--- config.mk ---
export PLATFORM = sky130hd
export DESIGN_NAME = ttl_74669_pre_flat
export DESIGN_NICKNAME = d
export VERILOG_FILES = /design/src/rtl/ttl_74669_pre_if.sv /design/src/rtl/ttl_74669_pre.sv /design/src/flat_wrapper.sv
export SDC_FILE = /design/constraint.sdc
export NUM_CORES = 1
export LEC_CHECK = 0
export ABC_AREA = 1
export ABC_CLOCK_PERIOD_IN_PS = 1700
export CORE_AREA = 4 4 41 43
export DETAILED_ROUTE_END_ITERATION = 8
export DIE_AREA = 0 0 45 47
export DONT_BUFFER_PORTS = 1
export GPL_TIMING_DRIVEN = 0
export SETUP_SLACK_MARGIN = 0.4
export SYNTH_ARGS = -nofsm -noshare
export SYNTH_HDL_FRONTEND = slang
export SYNTH_SLANG_ARGS = --single-unit --ignore-timing --ignore-initial --compat-mode --unroll-limit 50000
export TNS_END_PERCENT = 10
--- constraint.sdc ---
create_clock -name Clk -period 1.7 [get_ports Clk]
set_clock_uncertainty 0.2 [all_clocks]
set_input_delay 0 -clock Clk [delete_from_list [all_inputs] [get_ports Clk]]
set_output_delay 0 -clock Clk [all_outputs]
set_load 0.005 [all_outputs]
--- src/rtl/ttl_74669_pre_if.sv ---
`default_nettype none
// ============================================================================
// Module      : ttl_74669_pre_if
// Description : Control, data and status bundle for the 74669-style
//               synchronous up/down counter. The master side drives load,
//               direction, enables and parallel data; the counter (slave)
//               returns its state and the active-low ripple carry/borrow.
// Revision    : 1.0 - initial release
// ============================================================================
interface ttl_74669_pre_if #(
    parameter int WIDTH = 4
);
    logic             Load_bar;
    logic             U_D;
    logic             ENP_bar;
    logic             ENT_bar;
    logic [WIDTH-1:0] D;
    logic [WIDTH-1:0] Q;
    logic             RCO_bar;

    modport master (
        output Load_bar,
        output U_D,
        output ENP_bar,
        output ENT_bar,
        output D,
        input  Q,
        input  RCO_bar
    );

    modport slave (
        input  Load_bar,
        input  U_D,
        input  ENP_bar,
        input  ENT_bar,
        input  D,
        output Q,
        output RCO_bar
    );
endinterface
`default_nettype wire

--- src/rtl/ttl_74669_pre.sv ---
`default_nettype none
// ============================================================================
// Module      : ttl_74669_pre
// Description : Synchronous presettable up/down binary counter modelled on
//               the 74669. Asynchronous active-low preset forces all-ones;
//               synchronous load beats counting; ENT_bar gates both counting
//               and the ripple carry/borrow so stages cascade directly.
// Revision    : 1.0 - initial release
// ============================================================================
module ttl_74669_pre #(
    parameter int WIDTH      = 4,
    parameter int DELAY_RISE = 0,
    parameter int DELAY_FALL = 0
) (
    input  wire logic        Clk,
    input  wire logic        Preset_bar,
    ttl_74669_pre_if.slave   bus
);

    // Counter state; starts at zero in simulation before any preset.
    logic [WIDTH-1:0] r_count = '0;
    logic [WIDTH-1:0] w_count_next;
    logic             w_count_en;
    logic             w_terminal;
    logic             w_rco_bar;

    // Both enables must be asserted for a count; ENP_bar alone never touches the carry.
    assign w_count_en = !bus.ENP_bar && !bus.ENT_bar;

    // Terminal state depends on direction: all-ones counting up, zero counting down.
    assign w_terminal = bus.U_D ? (r_count == {WIDTH{1'b1}})
                                : (r_count == {WIDTH{1'b0}});

    // Carry/borrow is purely combinational so the next stage sees it before the shared edge.
    assign w_rco_bar = !(!bus.ENT_bar && w_terminal);

    // Next-state selection: load has priority over count, otherwise hold.
    always_comb begin
        w_count_next = r_count;
        if (!bus.Load_bar) begin
            w_count_next = bus.D;
        end else if (w_count_en) begin
            if (bus.U_D) begin
                w_count_next = r_count + WIDTH'(1);
            end else begin
                w_count_next = r_count - WIDTH'(1);
            end
        end
    end

    // State register; preset is asynchronous and overrides the clock entirely.
    always_ff @(posedge Clk or negedge Preset_bar) begin
        if (!Preset_bar) begin
            r_count <= {WIDTH{1'b1}};
        end else begin
            r_count <= w_count_next;
        end
    end

    // Output buffers carry the only timing in the model.
    assign #(DELAY_RISE, DELAY_FALL) bus.Q       = r_count;
    assign #(DELAY_RISE, DELAY_FALL) bus.RCO_bar = w_rco_bar;

endmodule
`default_nettype wire

--- src/flat_wrapper.sv ---
// flat-port wrapper written by rule: the top's interface ports become plain ports
module ttl_74669_pre_flat 
#(
    parameter int WIDTH      = 4,
    parameter int DELAY_RISE = 0,
    parameter int DELAY_FALL = 0
)
  (Clk, Preset_bar, bus_Load_bar, bus_U_D, bus_ENP_bar, bus_ENT_bar, bus_D, bus_Q, bus_RCO_bar);
  ttl_74669_pre_if #(.WIDTH(WIDTH)) bus_i ();
  input  wire logic Clk;
  input  wire logic Preset_bar;
  input wire logic [$bits(bus_i.Load_bar)-1:0] bus_Load_bar;
  input wire logic [$bits(bus_i.U_D)-1:0] bus_U_D;
  input wire logic [$bits(bus_i.ENP_bar)-1:0] bus_ENP_bar;
  input wire logic [$bits(bus_i.ENT_bar)-1:0] bus_ENT_bar;
  input wire logic [$bits(bus_i.D)-1:0] bus_D;
  output wire logic [$bits(bus_i.Q)-1:0] bus_Q;
  output wire logic [$bits(bus_i.RCO_bar)-1:0] bus_RCO_bar;
  assign bus_i.Load_bar = bus_Load_bar;
  assign bus_i.U_D = bus_U_D;
  assign bus_i.ENP_bar = bus_ENP_bar;
  assign bus_i.ENT_bar = bus_ENT_bar;
  assign bus_i.D = bus_D;
  assign bus_Q = bus_i.Q;
  assign bus_RCO_bar = bus_i.RCO_bar;
  ttl_74669_pre #(.WIDTH(WIDTH), .DELAY_RISE(DELAY_RISE), .DELAY_FALL(DELAY_FALL)) u_core (.Clk(Clk), .Preset_bar(Preset_bar), .bus(bus_i));
endmodule
Word-level counts from Yosys, hierarchy flattened
Index checks and enable logic that the tools add are counted.

Multiplexer cells: 4. Equal/unequal tests: 2. Reduce and logical (&&, ||, !) cells: 6. Add/subtract/negate cells: 2.

Operators with widths (number): 2-to-1 mux 4 bit (3); adder 4 x 1 -> 4 bit (second input constant) (1); equality test 4 bit (second input constant) (1); zero test 4 bit (1); subtractor 4 x 1 -> 4 bit (second input constant) (1); zero test 1 bit (3); logical AND 1 bit (2); != test 2 x 1 -> 1 bit (second input constant) (1); 2-to-1 mux 1 bit (1).

Register bits: 4. Logic and storage cells: 15. Input bits: 10.

Longest topological paths before layout
Gate-level depths: netlist (run 1).

Depth in word-level cells: 4. Gate-level depth with buffers: 8. Depth with buffers taken out: 8.

Worst setup path before layout (run 1)
No wires, ideal clock.

Path kind: reg-to-reg. From: reg u_core.r_count[2], in the netlist u_core.bus.Q[2]. To: reg u_core.r_count[3], in the netlist u_core.bus.Q[3]. Clock period less this slack: 1484 ps. Stages on the path, launching flop included: 7. Data required time: 1424 ps. Path slack: 216 ps. Data arrival time: 1208 ps. Path through: dfstp_2 -> ha_1 -> or2_1 -> nand2_1 -> nand2_1 -> nand3_1 -> nand2_1.

Cells in the longest elaborated chain, start to end: 4.

RTL lines: start, declared (RTL line ttl_74669_pre.sv:21) `logic [WIDTH-1:0] r_count = '0;`; start signal, assigned (RTL line ttl_74669_pre.sv:54) `r_count <= {WIDTH{1'b1}};`; start signal, assigned (RTL line ttl_74669_pre.sv:56) `r_count <= w_count_next;`; subtractor 4 x 1 -> 4 bit or adder 4 x 1 -> 4 bit (tied branches) (RTL line ttl_74669_pre.sv:46, ttl_74669_pre.sv:44); 2-to-1 mux 4 bit (*) (RTL line ttl_74669_pre.sv:43) `if (bus.U_D) begin`; 2-to-1 mux 4 bit (*) (RTL line ttl_74669_pre.sv:42) `end else if (w_count_en) begin`; 2-to-1 mux 4 bit (*) (RTL line ttl_74669_pre.sv:40) `if (!bus.Load_bar) begin`.

Mark *: on every way between the ends. The rest lies on a longest branch, timed or not. The select of a mux whose other input is x is not followed. A chain may end at the register's enable or synchronous reset.

Worst setup path in the final report (run 1)
From: reg u_core.r_count[0], in the netlist u_core.bus.Q[0]. To: reg u_core.r_count[1], in the netlist u_core.bus.Q[1].

The elaborated chain is that of the path after synthesis.

==> impl_results.md, run 1 <==
* Crit share post-route at 88.88%
* Crit. End Element: register
* Crit-path max FO at 7
* Chip Height at roughly 47 µm
* DRT Pass-1 Iters at 4
* Synthesized cell area at about 340 µm²
* Fill count at between 150 and 200
* Total Nets Final at 75
* Top post-synthesis cells by count: 19 x nand2_1, 6 x inv_1, 4 x dfstp_2, 4 x nor2_1, 3 x nand3_1
* Detail Route Antenna Nets at 0
* Post-synth top area share at between 30% and 40%
* DR vias at 350
* Min Tclk post-route at between 1.5 and 2 ns
* Worst setup margin at about 0.19 ns
* Initial antenna violation count at 0
* CP startpoint: u_core.bus.Q[0]
* Hold path start: bus_Load_bar
* Status: finished with violations
* Largest register FFs at 4
* H-tree depth at 1
* RSZ-0062 raised after global routing: true
* Final hold slack at -0.2498 ns
* Root Buffer: clkbuf_4
* Register area share after synthesis at 30.66%
* Die width at around 45 µm
* Asr flop ratio synth at 100.0%
* Area grow syn2layout at 39.05%
* Count leader, synth: nand2_1
* Fin. max-slew vios at 0
* Layout cells sized above 1 at a little under a fifth
* Core ar. at around 1300 µm²
* I/O Buffers at 0
* CTS Buffer Depth at 2
* Type of the worst setup path: reg -> reg
* Post-synthesis cell type count at 16
* Leak Pwr at about 0.00022 µW
* Initial Util at 26.35%
* Final Setup Violations at 0
* Final hold violation count at 4
* Worst EP arrival at 1.47 ns
* Number of global-route vias before repair at 350
* DPL Wire Length at between 600 and 700 µm
* Worst path required time at 1.66 ns
* First-pass GRT wire length at 1373 µm
* Slew HR at a little under nine tenths
* Min-Delay Path Class: in -> reg
* DRC Markers at 0
* Final Cell Area at around 480 µm²
* Mean post-synth cell area at roughly 7 µm²
* Routed len/inst at about 11 µm
* Crit Reg-Reg Startpoint: u_core.bus.Q[0]
* Clock Sinks at 4
* Placed cell area at ~370 µm²
* Post-Place Worst Slack at ~0.15 ns
* Multi-input gate area at 224.0 µm²
* Clock-pin slew on the worst setup and hold paths at about 0.040 ns
* Setup bufs post-CTS at 0
* CTS tree: done
* Row cnt at 13
* FMAX at about 660 MHz
* Post-synth EDFFs at 0
* Total design power at 377.7 µW
* Max VDD drop at 0.0003614 V
* CTS Buf Count at 3
* Ant diodes at 0
* Total Wirelength at 811 µm
* Crit start category: register
* Die area at approximately 2100 µm²
* Failing checks: hold timing
* Worst slew pin tran at ~0.22 ns
* Synth area leader: dfstp_2
* Total Neg Setup Slack at 0 ns
* Sequential cell area at approximately 110 µm²
* Syn Inst Count at 49
* Largest net degree at the start of global routing at 8
* Area contributors post-synth: dfstp_2 31%, nand2_1 21%, ha_1 7.3%
* Placed Cells at 64
* Fin cells at between 70 and 80
* Drt via density at 4.667
* Most used DFF post-synth: dfstp_2
* DRT iter0 DRCs at 3
* PostCTS Resize Cnt at 0
* Total global routing overflow at 0
* GR Util All Layers at around 9.0%
* PD cells at 792.3 nW/µm²
* Worst-Skew Late Latency at between 0.2 and 0.25 ns
* CTS Hold Bufs at 8
* IO Pins at 15
* Syn. warnings at 0
* Placer congestion estimate at around 0.68
* Syn Nets at 62
* Max Cap Viol at 0
* FF+latch count, synth at 4
-- stage by stage --
step / hold WS, ns / util [%]
3_5_place_dp: -0.3475 / 28.75
5_1_grt: -0.2421 / 36.63
6_report: -0.2498 / 36.63
3_3_place_gp: -0.3475 / 28.75
2_1_floorplan: -0.3478 / -
4_1_cts: -0.2494 / 36.63
-- final timing paths --
| path | endpoint | slack (ns) | depth (start not counted) |
|---|---|---|---|
| min reg2reg | u_core.bus.Q[1] | 0.34 | 2 |
| min in group asynchronous | u_core.bus.Q[3] | 0.06 | 1 |
| max | u_core.bus.Q[1] | 0.19 | 3 |
| min | u_core.bus.Q[1] | -0.25 | 2 |
| max in group asynchronous | u_core.bus.Q[0] | 1.22 | 1 |
| max reg2reg | u_core.bus.Q[1] | 0.19 | 3 |
-- final cells by class --
cell class,count,area share (%)
inverters,7,5.512
repair buffers,8,16.80
flip-flops and latches,4,22.05
well taps,15,3.937
clock buffers,3,4.724
multi-input cells,38,46.98
-- layout by cell type (no fill, tap or decap), drive strengths merged --
cell	instances
dfstp	4
nor2	6
o211ai	2
o21ai	1
nor3	1
clkbuf	3
ha	2
xnor2	1
o31ai	1
inv	7
nand2	19
fa	1
or2	1
nand3	3
dlygate4sd3	8
-- critical path, stage by stage (launching register included) --
cell,delay [ns]
dfstp_2,0.61
fa_1,0.42
nor2_1,0.12
o31ai_1,0.08
-- logic make-up after synthesis --
group	Yosys count	share of synthesized area (%)
AO/OA/AOI/OAI	4	8.027
XOR/XNOR	1	2.555
adder cells (fa/ha/maj)	3	13.14
buffers and inverters	7	7.663
flip-flops	4	30.66
AND/OR/NAND/NOR	30	37.95
-- per-layer routing --
metal | up-vias | global-route usage, % | wire, µm
met3 | 2 | 2.682 | 81
met2 | 15 | 15.25 | 422
met4 | 0 | 7.018 | 14
met1 | 157 | 9.238 | 292
met5 | - | 0 | 0
li1 | 176 | - | -
-- where the power goes --
part | switching (µW) | internal [µW]
registers | 27.9 | 120
clock network | 41.4 | 79.1
logic | 53.0 | 55.9
-- timing repair --
item	CTS	global route
pin swaps	1	0
hold endpoints to repair	9	4
setup endpoints to repair	4	5
(Power assumes the default switching activity.)
==> inputs of run 2 (changes only) <==
- ABC_AREA: 1 -> 0
==> impl_results.md, run 2 <==
* Status: finished with violations
* Failing checks: hold timing
* Met3 wire length at around 80 µm
* GR Util All Layers at ~8.8%
* Type of the worst setup path: reg -> out
* Core ar. at between 1000 and 1500 µm²
* Row cnt at 13
* Top cell family by delay on the critical path: simple AND/OR/NAND/NOR gates
* Total Wirelength at 808 µm
* Most used DFF post-synth: dfstp_2
* Die width at between 40 and 50 µm
* Main combinational cell family by area after synthesis: simple AND/OR/NAND/NOR gates
* First-pass GRT wire length at roughly 1300 µm
* Clock-pin slew on the worst setup and hold paths at approximately 0.040 ns
* Root Buffer: clkbuf_4
* Register area share after synthesis at between 30% and 40%
* DPL Wire Length at between 500 and 600 µm
* Leak Pwr at approximately 0.00019 µW
* Worst slew pin tran at roughly 0.36 ns
* H-tree depth at 1
* RSZ-0062 raised after global routing: true
* R2R setup slack at 0.15 ns
* Placer congestion estimate at about 0.64
* CTS tree: done
* Clock Sinks at 4
* DRC Markers at 0
* Crit start category: register
* Ant diodes at 0
* Area grow syn2layout at 44.81%
* Placed cell area at between 300 and 400 µm²
* Setup bufs post-CTS at 0
* Total global routing overflow at 0
* Detail Route Antenna Nets at 0
* Max Cap Viol at 0
* Die area at 2115 µm²
* DRT met1 WL at around 320 µm
* DRT iter0 DRCs at 5
* Syn Nets at 52
* Worst path required time at approximately 1.5 ns
* Synthesized cell area at approximately 340 µm²
* Initial antenna violation count at 0
* Post-synthesis cell type count at 21
* FMAX at approximately 640 MHz
* CP max stage cell: or4_1
* Crit-path max FO at 6
* Area contributors post-synth: dfstp_2 31%, ha_1 7.4%, a21oi_1 5.9%
* Min-Delay Path Class: in -> reg
* Syn. warnings at 0
* Final Cell Area at roughly 490 µm²
* Largest register FFs at 4
* Post-Synth XOR/XNOR Area at under 10%
* Final hold violation count at 4
* Placed Cells at 54
* Synth area leader: dfstp_2
* Max VDD drop at between 0.0004 and 0.0005 V
* Crit path largest cell delay at ~0.52 ns
* Post-synth EDFFs at 0
* Compound-gate portion of the synthesized area at 15.93%
* Worst setup margin at approximately 0.14 ns
* Most frequent cells in the layout: 9 x dlygate4sd3_1, 4 x nand3_1, 4 x dfstp_2
* Initial Util at 25.96%
* Routed len/inst at 12.24 µm
* Mean post-synth cell area at 8.662 µm²
* WP depth at 3
* IO Pins at 15
* DRT Pass-1 Iters at 2
* Syn Inst Count at 39
* Flop pwr share at 40.9%
* Worst EP arrival at 1.36 ns
* Drt via density at 4.803
* Post-Place Worst Slack at about 0.13 ns
* Post-Synth Adder-Cell Area at 13.33%
* I/O Buffers at 0
* CTS Buf Count at 3
* Clk pwr share at 31.3%
* FF+latch count, synth at 4
* CTS Hold Bufs at 9
* R2R depth at 3
* Largest net degree at the start of global routing at 11
* Total Nets Final at 66
* Crit share post-route at 91.67%
* Fin cells at 66
* Layout cells sized above 1 at between 20% and 30%
* P_sw at 110.3 µW
* Final hold slack at -0.1497 ns
* Buf+Inv Stages, Crit Path at 0
* Asr flop ratio synth at between 90% and 100%
* Hold Path Depth at 3
* Top post-synthesis cells by count: 4 x a21oi_1, 4 x dfstp_2, 4 x nand3_1, 3 x inv_1, 3 x nor2_1
* Post-synth top area share at 31.11%
* Top sig layer: met3
* CTS Buffer Depth at 2
* Internal power at 257.9 µW
* PD cells at 752.7 nW/µm²
* Critical-path cell list: or4_1, o21ai_2, nand2b_1
* Worst-Skew Late Latency at about 0.23 ns
* Total Neg Setup Slack at 0 ns
* Slew HR at about 76%
* Comb pwr share at between 20% and 30%
* Number of global-route vias before repair at between 300 and 400
* Switch share at ~30%
* Multiplexer area fraction after synthesis at 2.963%
* Commonest non-fill, non-tap cell in the layout: dlygate4sd3_1
* Final Setup Violations at 0
* Fin. max-slew vios at 0
* Chip Height at approximately 47 µm
* Min Tclk post-route at about 1.6 ns
* Post-Synth Simple-Gate Area at 27.04%
* DR WL met2 at between 400 and 500 µm
* Crit. End Element: primary output
* Final Util at ~38%
* DR vias at about 320
run 2: final cells by class:
class                   instances  area, µm²
well taps                      15      18.77
multi-input cells              31      237.7
inverters                       3      11.26
fillers                       147      812.0
repair buffers                  9      90.09
plain buffers                   1      3.754
flip-flops and latches          4      105.1
clock buffers                   3      22.52
run 2: power groups by stage:
stage          clock [µW]  combinational [µW]  sequential, µW
2_1_floorplan           0                68.1             142
3_3_place_gp            0                78.8             151
3_5_place_dp            0                79.8             151
4_1_cts               124                98.4             150
5_1_grt               127                 119             154
6_report              115                 103             150
run 2: logic make-up (layout without fill, tap and decap cells):
group / count (synthesis) / after routing
AND/OR/NAND/NOR: 16 / 16
XOR/XNOR: 2 / 2
multiplexers: 1 / 1
buffers and inverters: 4 / 16
adder cells (fa/ha/maj): 3 / 3
flip-flops: 4 / 4
AO/OA/AOI/OAI: 9 / 9
run 2: worst paths after layout:
kind                                       from               to
worst max-delay path            u_core.bus.Q[0]      bus_RCO_bar
worst min-delay path                    bus_U_D  u_core.bus.Q[3]
worst max register to register  u_core.bus.Q[1]  u_core.bus.Q[1]
worst min register to register  u_core.bus.Q[1]  u_core.bus.Q[1]
max in group asynchronous            Preset_bar  u_core.bus.Q[2]
min in group asynchronous            Preset_bar  u_core.bus.Q[0]
run 2: what timing repair did:
action,CTS,global route
hold endpoints to repair,9,4
resized for setup,0,3
endpoints found under the setup margin,4,5
run 2: worst register-to-register path, stage by stage (launching register included):
cell and delay, ns:
dfstp_2 0.59, fa_1 0.43, mux2i_1 0.16, a21oi_1 0.08
run 2: through the flow:
stage / total power [µW] / hold WS [ns]
final: 368.2 / -0.1497
after global routing: 400.8 / -0.1374
after CTS: 372.8 / -0.1573
after detailed placement: 231.1 / -0.3475
after global placement: 229.4 / -0.3476
after floorplan: 210.3 / -0.3478
run 2: metal layers:
| metal | up-vias | GRT usage (%) |
|---|---|---|
| met1 | 141 | 9.908 |
| met5 | - | 0 |
| met2 | 11 | 13.84 |
| met3 | 0 | 2.682 |
| li1 | 165 | - |
| met4 | 0 | 7.018 |
